==> src/rtl/branch_pkg.sv <==
// branch_pkg: branch opcodes, resolve FSM states and branch decode helper
package branch_pkg;
  localparam logic [3:0] OP_BEQ = 4'b1100;
  localparam logic [3:0] OP_BNE = 4'b1101;
  localparam logic [3:0] OP_BLT = 4'b1110;
  localparam logic [3:0] OP_BGE = 4'b1111;
  typedef enum logic {IDLE, REDIRECT} state_t;
  function automatic logic is_branch(input logic [3:0] op);
    return op inside {OP_BEQ, OP_BNE, OP_BLT, OP_BGE};
  endfunction
endpackage

==> src/rtl/branch_cond_eval.sv <==
// branch_cond_eval: decodes branch ids and evaluates the condition from the ALU difference bits
module branch_cond_eval import branch_pkg::*; #(
  parameter int WIDTH = 16,
  parameter int OP_W = 4
) (
  input  logic [OP_W-1:0]  in_inst_id,
  input  logic [WIDTH-1:0] in_result,
  output logic             is_branch,
  output logic             taken
);
  always_comb begin
    is_branch = branch_pkg::is_branch(in_inst_id);
    taken = is_branch && (in_inst_id == OP_BEQ ? in_result == '0 :
                          in_inst_id == OP_BNE ? in_result != '0 :
                          in_inst_id == OP_BLT ? in_result[WIDTH-1] : !in_result[WIDTH-1]);
  end
endmodule

==> src/rtl/branch_resolve_unit.sv <==
// branch_resolve_unit: resolves branches, offers a handshaked PC redirect with a one-cycle flush, keeps saturating stats
module branch_resolve_unit import branch_pkg::*; #(
  parameter int WIDTH = 16,
  parameter int OP_W = 4,
  parameter int CNT_W = 16
) (
  input  logic             clk,
  input  logic             reset,
  input  logic             in_valid,
  output logic             in_ready,
  input  logic [OP_W-1:0]  in_inst_id,
  input  logic [WIDTH-1:0] in_result,
  input  logic [WIDTH-1:0] in_pc,
  input  logic [WIDTH-1:0] in_offset,
  output logic             redirect_valid,
  input  logic             redirect_ready,
  output logic [WIDTH-1:0] redirect_pc,
  output logic             flush,
  output logic [CNT_W-1:0] branch_count,
  output logic [CNT_W-1:0] taken_count
);
  state_t state, state_nxt;
  logic is_br, taken, accept;
  branch_cond_eval #(.WIDTH(WIDTH), .OP_W(OP_W)) u_cond (
    .in_inst_id(in_inst_id),
    .in_result(in_result),
    .is_branch(is_br),
    .taken(taken)
  );
  always_comb begin
    in_ready = reset && state == IDLE;
    redirect_valid = state == REDIRECT;
    accept = in_valid && in_ready;
    state_nxt = state == IDLE ? (accept && taken ? REDIRECT : IDLE) : (redirect_ready ? IDLE : REDIRECT);
  end
  always_ff @(posedge clk) begin
    if (!reset) begin
      state <= IDLE;
      redirect_pc <= '0;
      flush <= 1'b0;
      branch_count <= '0;
      taken_count <= '0;
    end else begin
      state <= state_nxt;
      flush <= accept && taken;
      if (accept && taken) redirect_pc <= in_pc + WIDTH'(1) + in_offset;
      if (accept && is_br && !(&branch_count)) branch_count <= branch_count + CNT_W'(1);
      if (accept && taken && !(&taken_count)) taken_count <= taken_count + CNT_W'(1);
    end
  end
endmodule

==> config.mk <==
export PLATFORM = sky130hd
export DESIGN_NAME = branch_resolve_unit
export DESIGN_NICKNAME = d
export VERILOG_FILES = /design/src/rtl/branch_pkg.sv /design/src/rtl/branch_cond_eval.sv /design/src/rtl/branch_resolve_unit.sv
export SDC_FILE = /design/constraint.sdc
export NUM_CORES = 1
export LEC_CHECK = 0
export CORE_ASPECT_RATIO = 1.25
export CORE_MARGIN = 4
export CORE_UTILIZATION = 30
export CTS_CLUSTER_DIAMETER = 100
export DETAILED_ROUTE_END_ITERATION = 10
export SYNTH_ARGS = -nofsm -noshare
export SYNTH_HDL_FRONTEND = slang
export SYNTH_SLANG_ARGS = --single-unit
==> constraint.sdc <==
create_clock -name clk -period 3.4 [get_ports clk]
set_input_delay 0.68 -clock clk [delete_from_list [all_inputs] [get_ports clk]]
set_output_delay 0.68 -clock clk [all_outputs]
set_load 0.005 [all_outputs]
Word-level counts from Yosys, hierarchy flattened

Cells that the tools add are included.

$add $sub $neg: 4
$mul: 0
Div/mod/pow operators: 0
Order comparisons: 0
Equal/unequal tests: 4
Shift-type cells: 0
Multiplexer cells: 6
Bitwise gates (word level): 1
Reduce and logical (&&, ||, !) cells: 15

Operator list:

| kind                                           | count |
|---|---|
| adder 16 x 1 -> 16 bit (second input constant) | 3 |
| AND reduction 16 bit                           | 2 |
| adder 16 bit                                   | 1 |
| equality test 4 bit (second input constant)    | 4 |
| logical NOT 16 bit                             | 1 |
| nonzero test 16 bit                            | 1 |
| logical AND 1 bit                              | 7 |
| two-way mux 1 bit                              | 6 |
| nonzero test 4 bit                             | 1 |
| logical NOT 1 bit                              | 3 |
| inverter 1 bit                                 | 1 |

Bits in registers: 50
Bits in latches: 0
RAM bits: 0
Bits in read-only memories: 0
Bits of input ports: 56
Output and inout port bits: 51
Word-level logic and storage cells: 35
Memories kept: 0

Longest topological paths before layout

Depth in word-level cells: 8
Gate-level depth with buffers: 11
Mapped depth without buffers: 10

Cells and area by module

From an unflattened synthesis, not the netlist that was laid out.

Cell total of the unflattened synthesis: 378
Area total of the unflattened synthesis: 3136.8 µm²

By module, submodules not included:

| module              | times used | cells each | area each (µm²) | seq. area each (µm²) |
|---|---|---|---|---|
| branch_resolve_unit | 1          | 364        | 3042.9          | 1001.0 |
| branch_cond_eval    | 1          | 14         | 93.8            | 0.0 |

Least setup slack after synthesis

No wires, ideal clock.

Path kind: in2reg
Start point: input reset
End point: register taken_count[15]
Library setup time: 0.122 ns
Arrival: 2.482 ns
Data required time: 3.278 ns
Setup slack: 0.797 ns
Cell stages on the path: 9
Buffers on the path: 3
Cells stage by stage: buf_4 inv_4 or3_4 a21o_1 buf_6 or2_0 clkbuf_1 or4_4 mux2i_1

Word-level cells in the longest chain between the ends: 4

RTL lines:

| what                           | RTL line                  | source |
|---|---|---|
| from (decl)                    | branch_resolve_unit.sv:8  | `input logic reset,` |
| logical AND 1 bit              | branch_resolve_unit.sv:31 | `in_ready = reset && state == IDLE;` |
| logical AND 1 bit              | branch_resolve_unit.sv:33 | `accept = in_valid && in_ready;` |
| logical AND 1 bit (2 in a row) | branch_resolve_unit.sv:48 | `if (accept && taken && !(&taken_count)) taken_count <= taken_count + CNT_W'(1);` |
| to (signal assigned)           | branch_resolve_unit.sv:48 |  |
| to (decl)                      | branch_resolve_unit.sv:20 | `output logic [CNT_W-1:0] taken_count` |

Several ways; a longest one is shown, not always the timed one.
A chain may end at the register's enable or synchronous reset.

Worst setup path in the final report

Start point: input in_pc[0]
End point: register redirect_pc[8]

Word-level cells in the longest chain between the ends: 2

RTL lines:

| what                   | RTL line                  | source |
|---|---|---|
| from (decl)            | branch_resolve_unit.sv:13 | `input logic [WIDTH-1:0] in_pc,` |
| adder 16 x 1 -> 16 bit | branch_resolve_unit.sv:46 | `if (accept && taken) redirect_pc <= in_pc + WIDTH'(1) + in_offset;` |
| adder 16 bit           | branch_resolve_unit.sv:46 |  |
| to (signal assigned)   | branch_resolve_unit.sv:46 |  |
| to (decl)              | branch_resolve_unit.sv:17 | `output logic [WIDTH-1:0] redirect_pc,` |

Every way passes these cells.

==> reports/qor.txt <==
status = completed
Final Max Tran Viols = 0
Die H = 119 µm
RSZ-0062 raised after global routing = no
global-route wire length before repair = 13.4 mm
CP cell instances = clkdlybuf4s50_1 > inv_1 > ha_1 > inv_1 > fa_1 > a21oi_1 > o21ai_0 > a2111oi_0 > nor3_1 > xnor2_1 > o21ai_0
core area = 9610 µm²
synth warn = 0
largest net degree at the start of global routing = 23
Area contributors post-synth = dfxtp_1, ha_1, xnor2_1
met3 Track Usage GR = 0.0325
DRT antenna net count = 0
Sink Count = 50
Slowest Stage Delay on Critical Path = 0.50 ns
Syn Area/Cell = 8.12 µm²
Clock Path Buffers = 2
CTS-repair resized insts = 0
commonest cells in the netlist = dfxtp_1, nand2_1, a21oi_1, nand3_1, nor2_1
die width = 96.5 µm
startpoint types = primary input
WL/cell = 13.8 µm
Pre-Repair DR Iteration Count = 4
I/O pins = 107
cell row count = 40
vias = 2,999
vias in the first global route = 2,924
Cells after DPL = 587
DR vias/cell = 5.04
sequential-to-total area share from yosys stat = 0.341
Tcrit/Tclk final = 0.860
global-route usage over all layers = 0.143
top cell type by total area after synthesis = dfxtp_1
WL final = 8.23 mm
Main synth FF type = dfxtp_1
Final setup viols = 0
fraction of layout cells with a size suffix above 1 = 0.0469
initial core utilization = 0.306
later-pin clock latency in the skew report = 0.29 ns
DRT iter0 DRCs = 99
CTS tree = built
Critical Path RT = 3.56 ns
Hold Path Class = reg -> reg
final non-filler cell total = 595
f_max = 0.342 GHz
crit path kind = in -> reg
DR DRC count = 0
global route hottest layer = met2
Slew headroom = 0.532
top-count cell post-synth = dfxtp_1
ant diodes = 0
Post-synth EDFFs = 0
total power = 1410 µW
M1 GR Usage = 0.170
Port Buf Inserts = 106
met2 Resource Use GR = 0.252
Fillers = 1,006
post-synthesis cell type count = 52
Arr. time, crit path = 3.09 ns
initial antenna violation count = 0
Max H-tree Level = 2
Post-Syn Area = 2940 µm²
post-synthesis net count = 436
Leak = 0.00155 µW
Final Hold Fails = 0
critical path's slowest cell = a2111oi_0
DIE AREA = 11,500 µm²
CP Capture Type = flop
Critical Path Fanout Max = 3
Yosys top cell area share = 0.341
max cap viols = 0
Fin Clk Skew = 0.00540 ns
CTS root buf = clkbuf_16
Post-Synthesis Cells = 362
Num CTS Buffers = 5
worst reg2reg setup slack = 1.04 ns
CTS Hold Bufs = 0
detailed placer's ending HPWL = 6.59 mm
Overflow after GRT = 0
setup TNS = 0 ns
Seq cells post-synth = 50
post-CTS setup buffer count = 0
Post-synth ARST share = 0
Worst Tran Pin Value = 0.695 ns
Final Wtd Congestion = 0.839
Peak VDD IR = 0.209 mV
register clock-pin slew on the reported worst setup and hold paths = 0.07 ns
minimum clock period = 2.92 ns
Layout Nets = 542
Area Growth Syn to Fin = 46.5%
Pwr Density = 328 nW/µm²
==> path summary, 6_finish.rpt <==
check / depth (start not counted) / end / start
worst max-delay path: 11 / redirect_pc[8] / in_pc[0]
worst min-delay path: 2 / redirect_pc[3] / redirect_pc[3]
worst min register to register: 2 / redirect_pc[3] / redirect_pc[3]
worst max register to register: 7 / branch_count[12] / branch_count[0]
==> critical path, delay by kind of cell <==
family / cells / cell delay, ns
xor gates and xnor gates: 1 / 0.20
buffers and inverters: 3 / 0.51
AOI/OAI and AO/OA: 4 / 1.02
and+or+nand+nor: 1 / 0.14
adders and majority gates: 2 / 0.54
==> layout by cell type (no fill, tap or decap), types with 5 or more instances in the layout <==
master | Yosys | layout
a21o_1 | 6 | 6
a21oi_1 | 32 | 32
and3_1 | 7 | 7
buf_4 | 1 | 6
clkbuf_16 | 0 | 5
clkdlybuf4s50_1 | 0 | 106
dfxtp_1 | 50 | 50
ha_1 | 17 | 17
inv_1 | 13 | 13
nand2_1 | 34 | 34
nand3_1 | 29 | 29
nand4_1 | 11 | 11
nor2_1 | 29 | 29
nor3_1 | 7 | 7
nor4_1 | 12 | 12
o21ai_0 | 20 | 20
xnor2_1 | 21 | 21
xor2_1 | 6 | 6
==> logic make-up after synthesis <==
family / synth area share
compound gates: 0.178
xor+xnor: 0.0805
fa+ha+maj: 0.0792
buf+inv: 0.0404
flops: 0.341
mux: 0.0136
simple gates: 0.268
==> layout make-up <==
class / count / area (µm²) / share of cell area
multi-input cells: 285 / 1820 / 0.423
clock buffers: 6 / 129 / 0.0299
clock inverters: 2 / 37.5 / 0.00872
flip-flops and latches: 50 / 1000 / 0.232
inverters: 14 / 55.1 / 0.0128
well taps: 126 / 158 / 0.0366
repair buffers: 112 / 1110 / 0.257
==> stage by stage <==
stage               worst slack (ns)  hold WS (ns)   util  area, µm²
floorplan                      0.797         0.448      -       2940
detailed placement             0.241         0.452  0.431       4140
finish                         0.477         0.456  0.448       4310
CTS                            0.550         0.459  0.448       4310
global placement               0.267         0.442  0.431       4140
global route                   0.258         0.481  0.448       4310
==> sequential cells by signal, summed over array words and instances (netlist names) <==
signal and flops:
branch_count 16, redirect_pc 16, taken_count 16, flush 1, redirect_valid 1
==> layer usage <==
| layer | share of wire | vias to the layer above |
|---|---|---|
| li1 | - | 1532 |
| met1 | 0.41 | 1362 |
| met2 | 0.49 | 99 |
| met3 | 0.085 | 6 |
| met4 | 0.011 | 0 |
| met5 | 0 | - |
==> report_power, final <==
| group | switching [µW] | internal, µW |
|---|---|---|
| combinational | 118 | 137 |
| sequential | 4.04 | 591 |
| clock | 214 | 347 |
(Power assumes the default switching activity.)
